[src/rtl/pixel_out_stage.sv]
`default_nettype none
// ============================================================================
// pixel_out_stage : aligns raster with a fixed-latency colour source, expands RGB
//                   to 8 bpc, blanks outside DE, counts frames.
// Optional feature: PIXEL_OUT_TESTPAT_EN (8 vertical colour bars) | Rev 1.0
// ============================================================================
module pixel_out_stage #(
  parameter int CORDW      = 10,
  parameter int R_BITS     = 3,
  parameter int G_BITS     = 3,
  parameter int B_BITS     = 2,
  parameter int READ_LAT   = 1,
  parameter int EXPAND_REP = 1,
  parameter int FRAME_W    = 16
) (
  input  logic                            clk_pix,
  input  logic                            rst_pix,
  input  logic [CORDW-1:0]                sx,
  input  logic [CORDW-1:0]                sy,
  input  logic                            de,
  input  logic                            test_pat,
  output logic [CORDW-1:0]                rd_x,
  output logic [CORDW-1:0]                rd_y,
  input  logic [R_BITS+G_BITS+B_BITS-1:0] color_in,
  output logic [CORDW-1:0]                out_sx,
  output logic [CORDW-1:0]                out_sy,
  output logic                            out_de,
  output logic [7:0]                      out_r,
  output logic [7:0]                      out_g,
  output logic [7:0]                      out_b,
  output logic                            frame_start,
  output logic [FRAME_W-1:0]              frame_cnt
);
  localparam int CW = R_BITS + G_BITS + B_BITS;
  localparam int XW = READ_LAT * CORDW;

  // Channel value c occupies the low n bits; result is n->8 bit expansion.
  function automatic logic [7:0] expand8(input logic [7:0] c, input int n);
    logic [7:0] o;
    o = 8'h00;
    for (int i = 0; i < 8; i++) begin
      if (EXPAND_REP != 0) o[3'(7 - i)] = c[3'(n - 1 - (i % n))];
      else if (i < n)      o[3'(7 - i)] = c[3'(n - 1 - i)];
    end
    return o;
  endfunction

  logic [XW-1:0]       sx_pipe_q, sx_pipe_d, sy_pipe_q, sy_pipe_d;
  logic [READ_LAT-1:0] de_pipe_q, de_pipe_d, vld_pipe_q, vld_pipe_d;
  logic [CORDW-1:0]    dly_sx, dly_sy;
  logic                dly_de, dly_vld;

  logic [CORDW-1:0]    out_sx_q, out_sx_d, out_sy_q, out_sy_d;
  logic                out_de_q, out_de_d, frame_start_q, frame_start_d;
  logic [7:0]          out_r_q, out_r_d, out_g_q, out_g_d, out_b_q, out_b_d;
  logic [7:0]          exp_r, exp_g, exp_b;
  logic [FRAME_W-1:0]  frame_cnt_q, frame_cnt_d;

  assign rd_x = sx;
  assign rd_y = sy;

  // vld marks stages loaded since reset, so flushed (0,0) never strobes.
  always_comb begin
    sx_pipe_d  = (sx_pipe_q << CORDW) | XW'(sx);
    sy_pipe_d  = (sy_pipe_q << CORDW) | XW'(sy);
    de_pipe_d  = (de_pipe_q << 1) | READ_LAT'(de);
    vld_pipe_d = (vld_pipe_q << 1) | READ_LAT'(1'b1);
  end

  assign dly_sx  = sx_pipe_q[XW-1 -: CORDW];
  assign dly_sy  = sy_pipe_q[XW-1 -: CORDW];
  assign dly_de  = de_pipe_q[READ_LAT-1];
  assign dly_vld = vld_pipe_q[READ_LAT-1];

`ifdef PIXEL_OUT_TESTPAT_EN
  logic [READ_LAT-1:0] tp_pipe_q, tp_pipe_d;
  logic                dly_tp;

  always_comb begin
    tp_pipe_d = (tp_pipe_q << 1) | READ_LAT'(test_pat);
  end

  assign dly_tp = tp_pipe_q[READ_LAT-1];

  always_ff @(posedge clk_pix) begin
    if (rst_pix) tp_pipe_q <= '0;
    else         tp_pipe_q <= tp_pipe_d;
  end
`else
  logic unused_test_pat;
  assign unused_test_pat = test_pat;
`endif

  always_comb begin
    exp_r = expand8(8'(color_in[CW-1 -: R_BITS]), R_BITS);
    exp_g = expand8(8'(color_in[B_BITS +: G_BITS]), G_BITS);
    exp_b = expand8(8'(color_in[0 +: B_BITS]), B_BITS);
  end

  always_comb begin
    out_sx_d = dly_sx;
    out_sy_d = dly_sy;
    out_de_d = dly_de;
    out_r_d  = 8'h00;
    out_g_d  = 8'h00;
    out_b_d  = 8'h00;
    if (dly_de) begin
      out_r_d = exp_r;
      out_g_d = exp_g;
      out_b_d = exp_b;
`ifdef PIXEL_OUT_TESTPAT_EN
      if (dly_tp) begin
        out_r_d = {8{dly_sx[CORDW-1]}};
        out_g_d = {8{dly_sx[CORDW-2]}};
        out_b_d = {8{dly_sx[CORDW-3]}};
      end
`endif
    end
    frame_start_d = dly_vld && (dly_sx == '0) && (dly_sy == '0);
    frame_cnt_d   = frame_cnt_q + FRAME_W'(frame_start_d);
  end

  always_ff @(posedge clk_pix) begin
    if (rst_pix) begin
      sx_pipe_q     <= '0;
      sy_pipe_q     <= '0;
      de_pipe_q     <= '0;
      vld_pipe_q    <= '0;
      out_sx_q      <= '0;
      out_sy_q      <= '0;
      out_de_q      <= 1'b0;
      out_r_q       <= 8'h00;
      out_g_q       <= 8'h00;
      out_b_q       <= 8'h00;
      frame_start_q <= 1'b0;
      frame_cnt_q   <= '0;
    end else begin
      sx_pipe_q     <= sx_pipe_d;
      sy_pipe_q     <= sy_pipe_d;
      de_pipe_q     <= de_pipe_d;
      vld_pipe_q    <= vld_pipe_d;
      out_sx_q      <= out_sx_d;
      out_sy_q      <= out_sy_d;
      out_de_q      <= out_de_d;
      out_r_q       <= out_r_d;
      out_g_q       <= out_g_d;
      out_b_q       <= out_b_d;
      frame_start_q <= frame_start_d;
      frame_cnt_q   <= frame_cnt_d;
    end
  end

  assign out_sx      = out_sx_q;
  assign out_sy      = out_sy_q;
  assign out_de      = out_de_q;
  assign out_r       = out_r_q;
  assign out_g       = out_g_q;
  assign out_b       = out_b_q;
  assign frame_start = frame_start_q;
  assign frame_cnt   = frame_cnt_q;

endmodule
`default_nettype wire
[config.mk]
export PLATFORM = sky130hd
export DESIGN_NAME = pixel_out_stage
export DESIGN_NICKNAME = d
export VERILOG_FILES = /design/src/rtl/pixel_out_stage.sv
export SDC_FILE = /design/constraint.sdc
export NUM_CORES = 1
export LEC_CHECK = 0
export CAP_MARGIN = 10
export CORE_ASPECT_RATIO = 1.25
export CORE_MARGIN = 2
export CORE_UTILIZATION = 30
export DETAILED_ROUTE_END_ITERATION = 12
export PLACE_DENSITY = 0.69
export SYNTH_ARGS = -nofsm -noshare
export SYNTH_HDL_FRONTEND = slang
export SYNTH_SLANG_ARGS = --single-unit
[constraint.sdc]
create_clock -name clk_pix -period 2.4 [get_ports clk_pix]
set_input_delay 0.24 -clock clk_pix [delete_from_list [all_inputs] [get_ports clk_pix]]
set_output_delay 0.24 -clock clk_pix [all_outputs]
set_load 0.02 [all_outputs]
==> out/qor.yml <==
floorplan:
  dieHeight_um: 105
  dieWidth_um: 84.8
  initial_utilization_pct: 31.2
  io_pins: 114
  row_count: 36
  fp.dieArea_mm2: 0.00890
  placeableCoreArea_mm2: 0.00784
synthesis:
  synth.yosys.seq_area_share_pct: 55.6
  ys_seq_elements: 68
  synth_simple_gate_area_share_pct: 24.9
  post_synth_fa_ha_maj_area_fraction_pct: 1.02
  yosysUniqueCellTypes: 28
  muxShareOfSynthArea_pct: 0
  largest_family_of_logic_cells_by_synthesized_area: "simple AND/OR/NAND/NOR gates"
  synth-compound-area-share_pct: 0.920
  yosys.area_share.xor_xnor_pct: 4.29
  post_synthesis_cells: 233
  syn-cell-area_mm2: 0.00245
  synth-warning-count: 0
  post_synth.cell_area_avg_um2: 10.5
setup_path:
  critical-path-slowest-cell: "sky130_fd_sc_hd__or3_1"
  cell_chain_critical_path: "nor4_2, buf_4, nand4_1, nor2_1, ha_1, ha_2, nand4_4, or3_1, a21oi_1"
  critical_path_buf_inv_count: 1
  crit_required_ns: 2.65
  critPathLaunchType: "flip-flop"
  critical_path.max_fanout: 6
  crit_path_end_kind: "flip-flop"
  path_class: "flip-flop to flip-flop"
  worst-r2r-setup-slack_ns: 0.21
  cp_top_family: "simple AND/OR/NAND/NOR gates"
  critPathArrivalTime_ns: 2.45
  critical_path.max_stage_delay_ns: 0.38
power:
  power.total_w: 0.00232
  total_leakage_power_nw: 1.36
  powerDensity_mw_per_mm2: 651
  ir_drop_v: 0.000418
sta:
  final-max-slew-violation-count: 0
  final_min_period_over_clock_period_pct: 91.3
  timing.slew.headroom_pct: 59.6
  maximum_clock_frequency_mhz: 456
  worstMarginPinSlew_ns: 0.606
  setup_violations: 0
  clock_skew_ns: 0.00448
  finalWorstPathRequiredPeriod_ns: 2.19
  fin_tns_setup_ns: 0
  grt_setup_unrepaired: "false"
  hold_violations: 0
clocking:
  cts_h_tree_depth: 3
  max-clock-path-buffers: 2
  cts_buffers: 9
  cts_tree: "built"
  numClockSinks: 68
  ctsRootBufferMaster: "sky130_fd_sc_hd__clkbuf_8"
  clkLatencyLatePin_ns: 0.33
  cts_setup_buffers: 0
  worst_setup_hold_path_clk_slew_ns: 0.07
  hold_buffers: 0
drt:
  drt-initial-drc-count: 56
  routed_via_density: 4.13
  drt-total-wl_mm: 4.72
  drtPass1Iterations: 4
  route.antenna.remaining_nets: 0
  route.detailed.drc: 0
  wire_per_inst_um: 11.4
  num_vias: 1713
placed_design:
  placed_cells: 399
  final_gp_congestion: 0.735
  dp_hpwl_mm: 3.47
  number_of_port_buffers: 100
global_routing:
  initial_antenna_violation_count: 0
  via_count_of_the_first_global_routing_pass: 1644
  grt_overflow_total: 0
  wire_length_of_the_first_global_routing_pass_mm: 7.49
  global_route.usage.total_pct: 10.7
  grt_max_degree: 60
final_layout:
  drive_gt1_share_pct: 10.0
  n_antenna_cell: 0
  area_delta_synth_final_pct: 45.3
  nNetsFinal: 349
  fin_cells: 415
hold_path:
  type_of_the_worst_min_delay_path: "input pin to flip-flop"
status:
  run_status: "complete, no violations"
run:
  max_cap_violations: 0
metrics by stage:
step | utilization (%) | setup WS [ns] | cell area, µm² | hold WS, ns
after floorplan | - | 0.445 | 2490 | 0.362
after global placement | 42.5 | 0.0462 | 3330 | 0.446
after detailed placement | 42.5 | 0.00751 | 3330 | 0.454
after CTS | 45.0 | 0.0509 | 3530 | 0.169
after global routing | 45.4 | 0.000760 | 3560 | 0.190
final | 45.4 | 0.208 | 3560 | 0.175
cell families after synthesis:
group	after synthesis
adder cells (fa/ha/maj)	2
flip-flops	68
XOR/XNOR	12
AND/OR/NAND/NOR	97
buffers and inverters	49
AO/OA/AOI/OAI	4
other	1
flip-flops by register name, summed over array words and instances, names as in the netlist:
register and cells:
de_pipe_q 1, dly_sx 10, dly_sy 10, dly_vld 1, frame_cnt 16, frame_start 1
out_b 2, out_de 1, out_g 3, out_r 3, out_sx 10, out_sy 10
timing repair:
item                       in CTS  in global routing
resized for setup               1                  5
setup endpoints to repair       1                  7
pin swaps                       0                  1
gates cloned                    0                  0
synth_stat cells (all sizes together):
| master | instances | share of area [%] |
|---|---|---|
| dfxtp | 68 | 56 |
| nor2b | 44 | 11 |
| buf | 37 | 11 |
| nor2 | 16 | 2.7 |
| xnor2 | 11 | 3.9 |
| and2 | 8 | 2.0 |
| nor3 | 7 | 1.6 |
| clkbuf | 6 | 0.92 |
| inv | 6 | 0.92 |
| nor4 | 6 | 2.7 |
| nand3 | 5 | 1.0 |
| nand4 | 5 | 2.4 |
| nand2 | 4 | 0.61 |
| a21oi | 2 | 0.41 |
| ha | 2 | 1.0 |
| a21o | 1 | 0.31 |
| conb | 1 | 0.15 |
| nor4b | 1 | 0.36 |
| o21ai | 1 | 0.20 |
| or3 | 1 | 0.26 |
| xor2 | 1 | 0.36 |
worst reg2reg max path: cells and delay by family (launching register included):
| family | cells | cell delay (ns) |
|---|---|---|
| AND/OR/NAND/NOR | 5 | 1.09 |
| flip-flops | 1 | 0.32 |
| buffers and inverters | 1 | 0.15 |
| adder cells (fa/ha/maj) | 2 | 0.42 |
| AO/OA/AOI/OAI | 1 | 0.13 |
report_power, final:
part / switching, W / internal [W] / leakage (nW)
Sequential: 0.0000132 / 0.00117 / 0.558
Clock: 0.000416 / 0.000480 / 0.0927
Combinational: 0.000116 / 0.000127 / 0.706
Total: 0.000545 / 0.00177 / 1.36
final timing paths:
path	from	end	depth (start not counted)
min	rst_pix	out_de	2
max reg2reg	dly_sx[5]	frame_cnt[8]	9
min reg2reg	dly_sx[3]	out_sx[3]	1
max	dly_sx[5]	frame_cnt[8]	9
layout by cell type (no fill, tap or decap), types with 3 or more instances in the layout:
| cell | instances |
|---|---|
| sky130_fd_sc_hd__nor2b_1 | 44 |
| sky130_fd_sc_hd__buf_4 | 3 |
| sky130_fd_sc_hd__dfxtp_1 | 68 |
| sky130_fd_sc_hd__nor3_1 | 5 |
| sky130_fd_sc_hd__clkbuf_8 | 9 |
| sky130_fd_sc_hd__conb_1 | 12 |
| sky130_fd_sc_hd__nand3_1 | 5 |
| sky130_fd_sc_hd__and2_1 | 8 |
| sky130_fd_sc_hd__nand2_1 | 4 |
| sky130_fd_sc_hd__inv_1 | 6 |
| sky130_fd_sc_hd__nor2_1 | 14 |
| sky130_fd_sc_hd__xnor2_1 | 11 |
| sky130_fd_sc_hd__clkdlybuf4s50_1 | 99 |
final cells by class:
| class | instances | area, µm² |
|---|---|---|
| clock buffers | 10 | 128 |
| clock inverters | 6 | 63.8 |
| fillers | 778 | 4280 |
| inverters | 6 | 22.5 |
| multi-input cells | 127 | 845 |
| flip-flops and latches | 68 | 1360 |
| well taps | 95 | 119 |
| repair buffers | 103 | 1020 |
layer usage:
metal  track usage [%]  wire length (µm)
met1              11.6              1950
met2              17.8              2380
met3              4.03               326
met4              5.44                64
met5                 0                 0
(Power assumes the default switching activity.)
